<file path="src/rtl/tile_writeback.sv">
// rtl/tile_writeback.sv - buffers 4x4 int8 tiles and writes them to tensor RAM as four 32-bit beats
module tile_writeback #(
  parameter int MAX_N      = 64,
  parameter int N_BITS     = $clog2(MAX_N),
  parameter int ADDR_BITS  = 16,
  parameter int FIFO_DEPTH = 2
) (
  input  logic                 clk,
  input  logic                 reset,
  input  logic                 in_valid,
  input  logic [127:0]         in_data,
  input  logic [N_BITS-1:0]    in_row,
  input  logic [N_BITS-1:0]    in_col,
  input  logic [ADDR_BITS-1:0] base_addr,
  input  logic [N_BITS-1:0]    chunks_per_row,
  input  logic                 layer_done,
  input  logic                 ram_ready,
  output logic                 wr_en,
  output logic [ADDR_BITS-1:0] wr_addr,
  output logic [31:0]          wr_data,
  output logic                 idle,
  output logic                 writeback_done,
  output logic                 overflow
);

  localparam int PTR_BITS = (FIFO_DEPTH > 1) ? $clog2(FIFO_DEPTH) : 1;
  localparam int CNT_BITS = PTR_BITS + 1;
  localparam int CALC_W   = ADDR_BITS + 2 * N_BITS + 2;

  typedef enum logic [1:0] {S_IDLE, S_WRITE, S_FLUSH} state_t;

  state_t state, state_next;

  logic [127:0]         mem_data [FIFO_DEPTH];
  logic [N_BITS-1:0]    mem_row  [FIFO_DEPTH];
  logic [N_BITS-1:0]    mem_col  [FIFO_DEPTH];
  logic [ADDR_BITS-1:0] mem_base [FIFO_DEPTH];
  logic [N_BITS-1:0]    mem_cpr  [FIFO_DEPTH];

  logic [PTR_BITS-1:0] wr_ptr, rd_ptr;
  logic [CNT_BITS-1:0] count, count_next;
  logic [1:0]          beat, beat_next;
  logic                pending, pending_next;
  logic                done_next;

  logic writing, accept, pop, push, full, drop, pending_eff;
  logic [CALC_W-1:0] row_c, col_c, addr_full;
  logic [127:0]      head_data;

  assign writing     = (state != S_IDLE);
  assign accept      = writing && ram_ready;
  assign pop         = accept && (beat == 2'd3);
  assign full        = (count == CNT_BITS'(FIFO_DEPTH));
  assign push        = in_valid && (!full || pop);
  assign drop        = in_valid && full && !pop;
  assign count_next  = count + CNT_BITS'(push) - CNT_BITS'(pop);
  assign pending_eff = pending || layer_done;

  // Beat address: chunk row/col are half the element coordinates; beat bit1 picks the lower chunk row, bit0 the right chunk.
  assign head_data = mem_data[rd_ptr];
  assign row_c     = CALC_W'(mem_row[rd_ptr] >> 1) + CALC_W'(beat[1]);
  assign col_c     = CALC_W'(mem_col[rd_ptr] >> 1) + CALC_W'(beat[0]);
  assign addr_full = CALC_W'(mem_base[rd_ptr]) + row_c * CALC_W'(mem_cpr[rd_ptr]) + col_c;

  always_comb begin
    wr_en   = writing;
    wr_addr = '0;
    wr_data = '0;
    if (writing) begin
      wr_addr = addr_full[ADDR_BITS-1:0];
      case (beat)
        2'd0:    wr_data = head_data[127:96];
        2'd1:    wr_data = head_data[95:64];
        2'd2:    wr_data = head_data[63:32];
        default: wr_data = head_data[31:0];
      endcase
    end
  end

  assign idle = (state == S_IDLE) && (count == '0) && !pending;

  always_comb begin
    state_next   = state;
    beat_next    = accept ? beat + 2'd1 : beat;
    done_next    = 1'b0;
    case (state)
      S_IDLE: begin
        // A layer_done sharing a cycle with a pushed tile must wait for that tile.
        if (count == '0 && !push && pending_eff) begin
          done_next = 1'b1;
        end
        if (count != '0) begin
          state_next = pending_eff ? S_FLUSH : S_WRITE;
        end
      end
      S_WRITE, S_FLUSH: begin
        if (pop && count_next == '0) begin
          state_next = S_IDLE;
          done_next  = pending_eff;
        end else if (pending_eff) begin
          state_next = S_FLUSH;
        end
      end
      default: state_next = S_IDLE;
    endcase
    pending_next = done_next ? 1'b0 : pending_eff;
  end

  always_ff @(posedge clk) begin
    if (reset) begin
      state          <= S_IDLE;
      beat           <= 2'd0;
      pending        <= 1'b0;
      writeback_done <= 1'b0;
      overflow       <= 1'b0;
      wr_ptr         <= '0;
      rd_ptr         <= '0;
      count          <= '0;
    end else begin
      state          <= state_next;
      beat           <= beat_next;
      pending        <= pending_next;
      writeback_done <= done_next;
      overflow       <= overflow || drop;
      count          <= count_next;
      if (push) wr_ptr <= wr_ptr + PTR_BITS'(1);
      if (pop)  rd_ptr <= rd_ptr + PTR_BITS'(1);
    end
  end

  always_ff @(posedge clk) begin
    if (push) begin
      mem_data[wr_ptr] <= in_data;
      mem_row[wr_ptr]  <= in_row;
      mem_col[wr_ptr]  <= in_col;
      mem_base[wr_ptr] <= base_addr;
      mem_cpr[wr_ptr]  <= chunks_per_row;
    end
  end

endmodule

</file>
<file path="config.mk">
export PLATFORM = sky130hd
export DESIGN_NAME = tile_writeback
export DESIGN_NICKNAME = d
export VERILOG_FILES = /design/src/rtl/tile_writeback.sv
export SDC_FILE = /design/constraint.sdc
export NUM_CORES = 1
export LEC_CHECK = 0
export ABC_AREA = 1
export CORE_MARGIN = 10
export CORE_UTILIZATION = 45
export CTS_BUF_LIST = sky130_fd_sc_hd__clkbuf_16
export DETAILED_ROUTE_END_ITERATION = 16
export GPL_TIMING_DRIVEN = 0
export HOLD_SLACK_MARGIN = 0.1
export MAX_ROUTING_LAYER = met4
export PLACE_DENSITY = 0.73
export SLEW_MARGIN = 20
export SYNTH_ARGS = -nofsm -noshare
export SYNTH_HDL_FRONTEND = slang
export SYNTH_SLANG_ARGS = --single-unit
</file>
<file path="constraint.sdc">
create_clock -name clk -period 21.3 [get_ports clk]
set_input_delay 5.325 -clock clk [delete_from_list [all_inputs] [get_ports clk]]
set_output_delay 5.325 -clock clk [all_outputs]
set_load 0.02 [all_outputs]
</file>
==> qor.txt, run 1 <==
outcome -> finished clean
worst min-delay path class -> reg2reg
Rel. slew slack -> 0.508
CTS tree -> yes
setup TNS -> 0 ns
gpl congestion -> 0.847
via-per-instance ratio -> 5.19
later-pin clock latency in the skew report -> 0.51 ns
first-pass GRT wire length -> 58.3 mm
Yosys top cell area share -> 0.649
CTS Buf Count -> 36
# hold bufs at CTS -> 0
Tightest Pin Transition -> 0.739 ns
CP endpoint kind -> output port
largest net degree at the start of global routing -> 27
Pre-antenna DRT Iters -> 5
global-route usage over all layers -> 0.189
GRT met3 Usage -> 0.0477
unrepaired setup endpoints after global routing -> false
Clk pin slew, worst setup/hold paths -> 0.06 ns
DRC -> 0
antenna violations before repair -> 8
Area contributors post-synth -> edfxtp_1, nand2_1, a21oi_1
Detailed Route WL -> 38.7 mm
Cell Rows -> 66
final setup fails -> 0
drt first-iter violations -> 597
power consumption -> 2.09 mW
reported leakage power -> 7.29 nW
final clock skew -> 0.0175 ns
slack of the worst reg-to-reg path -> 18.30 ns
number of flops mapped to enable cells by yosys -> 320
Worst Path Max Fanout -> 10
YS warnings -> 0
post-route antenna net violation count -> 0
Initial Util -> 0.456
Yosys reg bits -> 332
Synth Flop Type -> edfxtp_1
Root Buffer -> clkbuf_16
Max Root-Sink Buffers -> 3
post-synthesis sequential area ratio -> 0.666
die width -> 201 um
Worst EP arrival -> 6.98 ns
GR Util met1 -> 0.213
# nets final -> 1,742
Setup crit start kind -> register
final hold vios -> 0
port bufs -> 215
Post-Syn Area -> 0.0148 sq mm
area growth from synthesis to layout -> 27.8%
crit-path max cell delay -> 0.62 ns
Core Area -> 0.0325 sq mm
cell mode on critical path -> nand2_1
die area -> 0.0405 sq mm
Final min period -> 12.30 ns
Worst IR Drop VDD -> 0.0960 mV
Finished Layout Cells -> 1,967
area leader, netlist -> edfxtp_1
Synthesized Nets -> 1,474
H-tree Lvls -> 2
Max-Cap Viols -> 0
Power Density -> 111 mW/mm^2
met2 Resource Use GR -> 0.325
most frequent cells in the layout -> edfxtp_1, nand2_1, clkdlybuf4s50_1
I/O pin count -> 219
critical setup path kind -> reg2out
synthesized area per cell -> 12.0 sq um
commonest non-fill, non-tap cell in the layout -> edfxtp_1
Mapped Cells -> 1,230
die height -> 201 um
period utilization -> 0.578
cells resized by post-CTS repair -> 0
Post-CTS Setup Bufs -> 0
asr flop ratio synth -> 0
area taken by multi-input logic gates -> 0.00427 sq mm
via count -> 10,200
HPWL Detailed -> 28.4 mm
post-synth cell types -> 33
FF/Latch Area -> 0.00985 sq mm
drt wl/cell -> 19.7 um
number of clock sinks -> 332
FMAX -> 0.0813 GHz
Slew Viols, Final -> 0
busiest layer in global routing -> met2
GR Overflow Total -> 0
CP required -> 15.98 ns
layout cells sized above 1 -> 0.0758
vias in the first global route -> 10,600
Layout fillers -> 2,579
Placed Instances -> 1,902
CP max stage cell -> clkdlybuf4s50_1
[cell families after synthesis]
| group | count (synthesis) | share of synthesized area |
|---|---|---|
| simple gates | 450 | 0.124 |
| flops | 332 | 0.666 |
| compound gates | 199 | 0.0746 |
| buf+inv | 160 | 0.0465 |
| fa+ha+maj | 77 | 0.0808 |
| mux | 7 | 0.00474 |
| xor+xnor | 5 | 0.00397 |
[layer usage]
layer  part of all wire  vias up  wire, um
met5                  0        -         0
met4              0.019        0       746
met3              0.075       55      2890
met2               0.51      390     19700
met1               0.40     4931     15400
li1                   -     4825         -
[area by class of cell]
type | count | area share
Clock buffer | 36 | 0.0476
Sequential cell | 332 | 0.521
Inverter | 107 | 0.0212
Antenna cell | 8 | 0.00106
Multi-Input combinational cell | 738 | 0.226
Clock inverter | 21 | 0.00589
Tap cell | 442 | 0.0292
Timing Repair Buffer | 230 | 0.133
Buffer | 53 | 0.0151
[critical path, delay by kind of cell, from the launching register on]
family	cells	cell delay (ns)
AO/OA/AOI/OAI	1	0.22
XOR/XNOR	1	0.27
adder cells (fa/ha/maj)	7	2.79
buffers and inverters	8	1.81
flip-flops	1	0.37
AND/OR/NAND/NOR	10	1.00
[registers in the layout, summed over array words and instances, names as in the netlist, named ones only]
| signal | cells |
|---|---|
| wr_ptr | 1 |
| overflow | 1 |
| state | 2 |
| mem_row | 10 |
| mem_base | 32 |
| writeback_done | 1 |
| count | 2 |
| mem_data | 256 |
| beat | 2 |
| pending | 1 |
| mem_cpr | 12 |
| rd_ptr | 1 |
| mem_col | 10 |
[worst paths after layout]
check                                      startpoint                          to  cells past startpoint
worst max register to register  state[0]$_SDFFE_PP0P_  mem_data[1][108]$_DFFE_PP_                     11
worst min register to register    overflow$_SDFF_PP0_         overflow$_SDFF_PP0_                      2
worst max-delay path                         register                 wr_addr[14]                     27
worst min-delay path              overflow$_SDFF_PP0_         overflow$_SDFF_PP0_                      2
[synthesized netlist by cell type (2+ instances only)]
library cell and number:
edfxtp_1 320, nand2_1 300, a21oi_1 148, inv_1 104, nand3_1 77, nor2_1 59, ha_1 46, buf_2 31
fa_1 31, a211oi_1 28, dfxtp_1 12, o21ai_0 12, clkbuf_1 9, mux2i_1 7, buf_1 5, buf_6 5
a211oi_2 4, o21ai_1 4, buf_4 3, inv_2 3, nand3_2 3, nor3_1 3, or2_1 3, nand2_2 2
xor2_1 2, xor2_2 2
[metrics by stage]
stage | setup slack (ns) | utilization | hold WS [ns] | instance area [sq um]
2_1_floorplan | 8.31 | - | 0.457 | 14800
3_3_place_gp | 3.80 | 0.539 | 0.440 | 17500
3_5_place_dp | 9.49 | 0.551 | 0.461 | 17900
4_1_cts | 8.95 | 0.582 | 0.469 | 18900
5_1_grt | 8.54 | 0.583 | 0.499 | 18900
6_report | 9.00 | 0.583 | 0.465 | 18900
[report_power, final]
part / switching (mW) / leakage, nW / internal (mW)
logic: 0.468 / 3.67 / 0.299
registers: 0.0137 / 3.09 / 0.769
clock network: 0.236 / 0.527 / 0.306
Power figures use the tool's default switching activity.
==> inputs of run 2 (changes only) <==
Clock period 21.3 ns to 12.3 ns, I/O delays scaled along.
==> results of run 2 <==
The final DEF is identical to that of run 1. Status: finished clean.
Among the figures that moved: setup slack after placement 9.49 ns -> 2.74 ns; setup slack after layout 9.00 ns -> 2.25 ns; register-to-register setup slack 18.30 ns -> 9.30 ns; total power 2.09 mW -> 3.62 mW; worst IR drop on VDD 0.0960 mV -> 0.166 mV
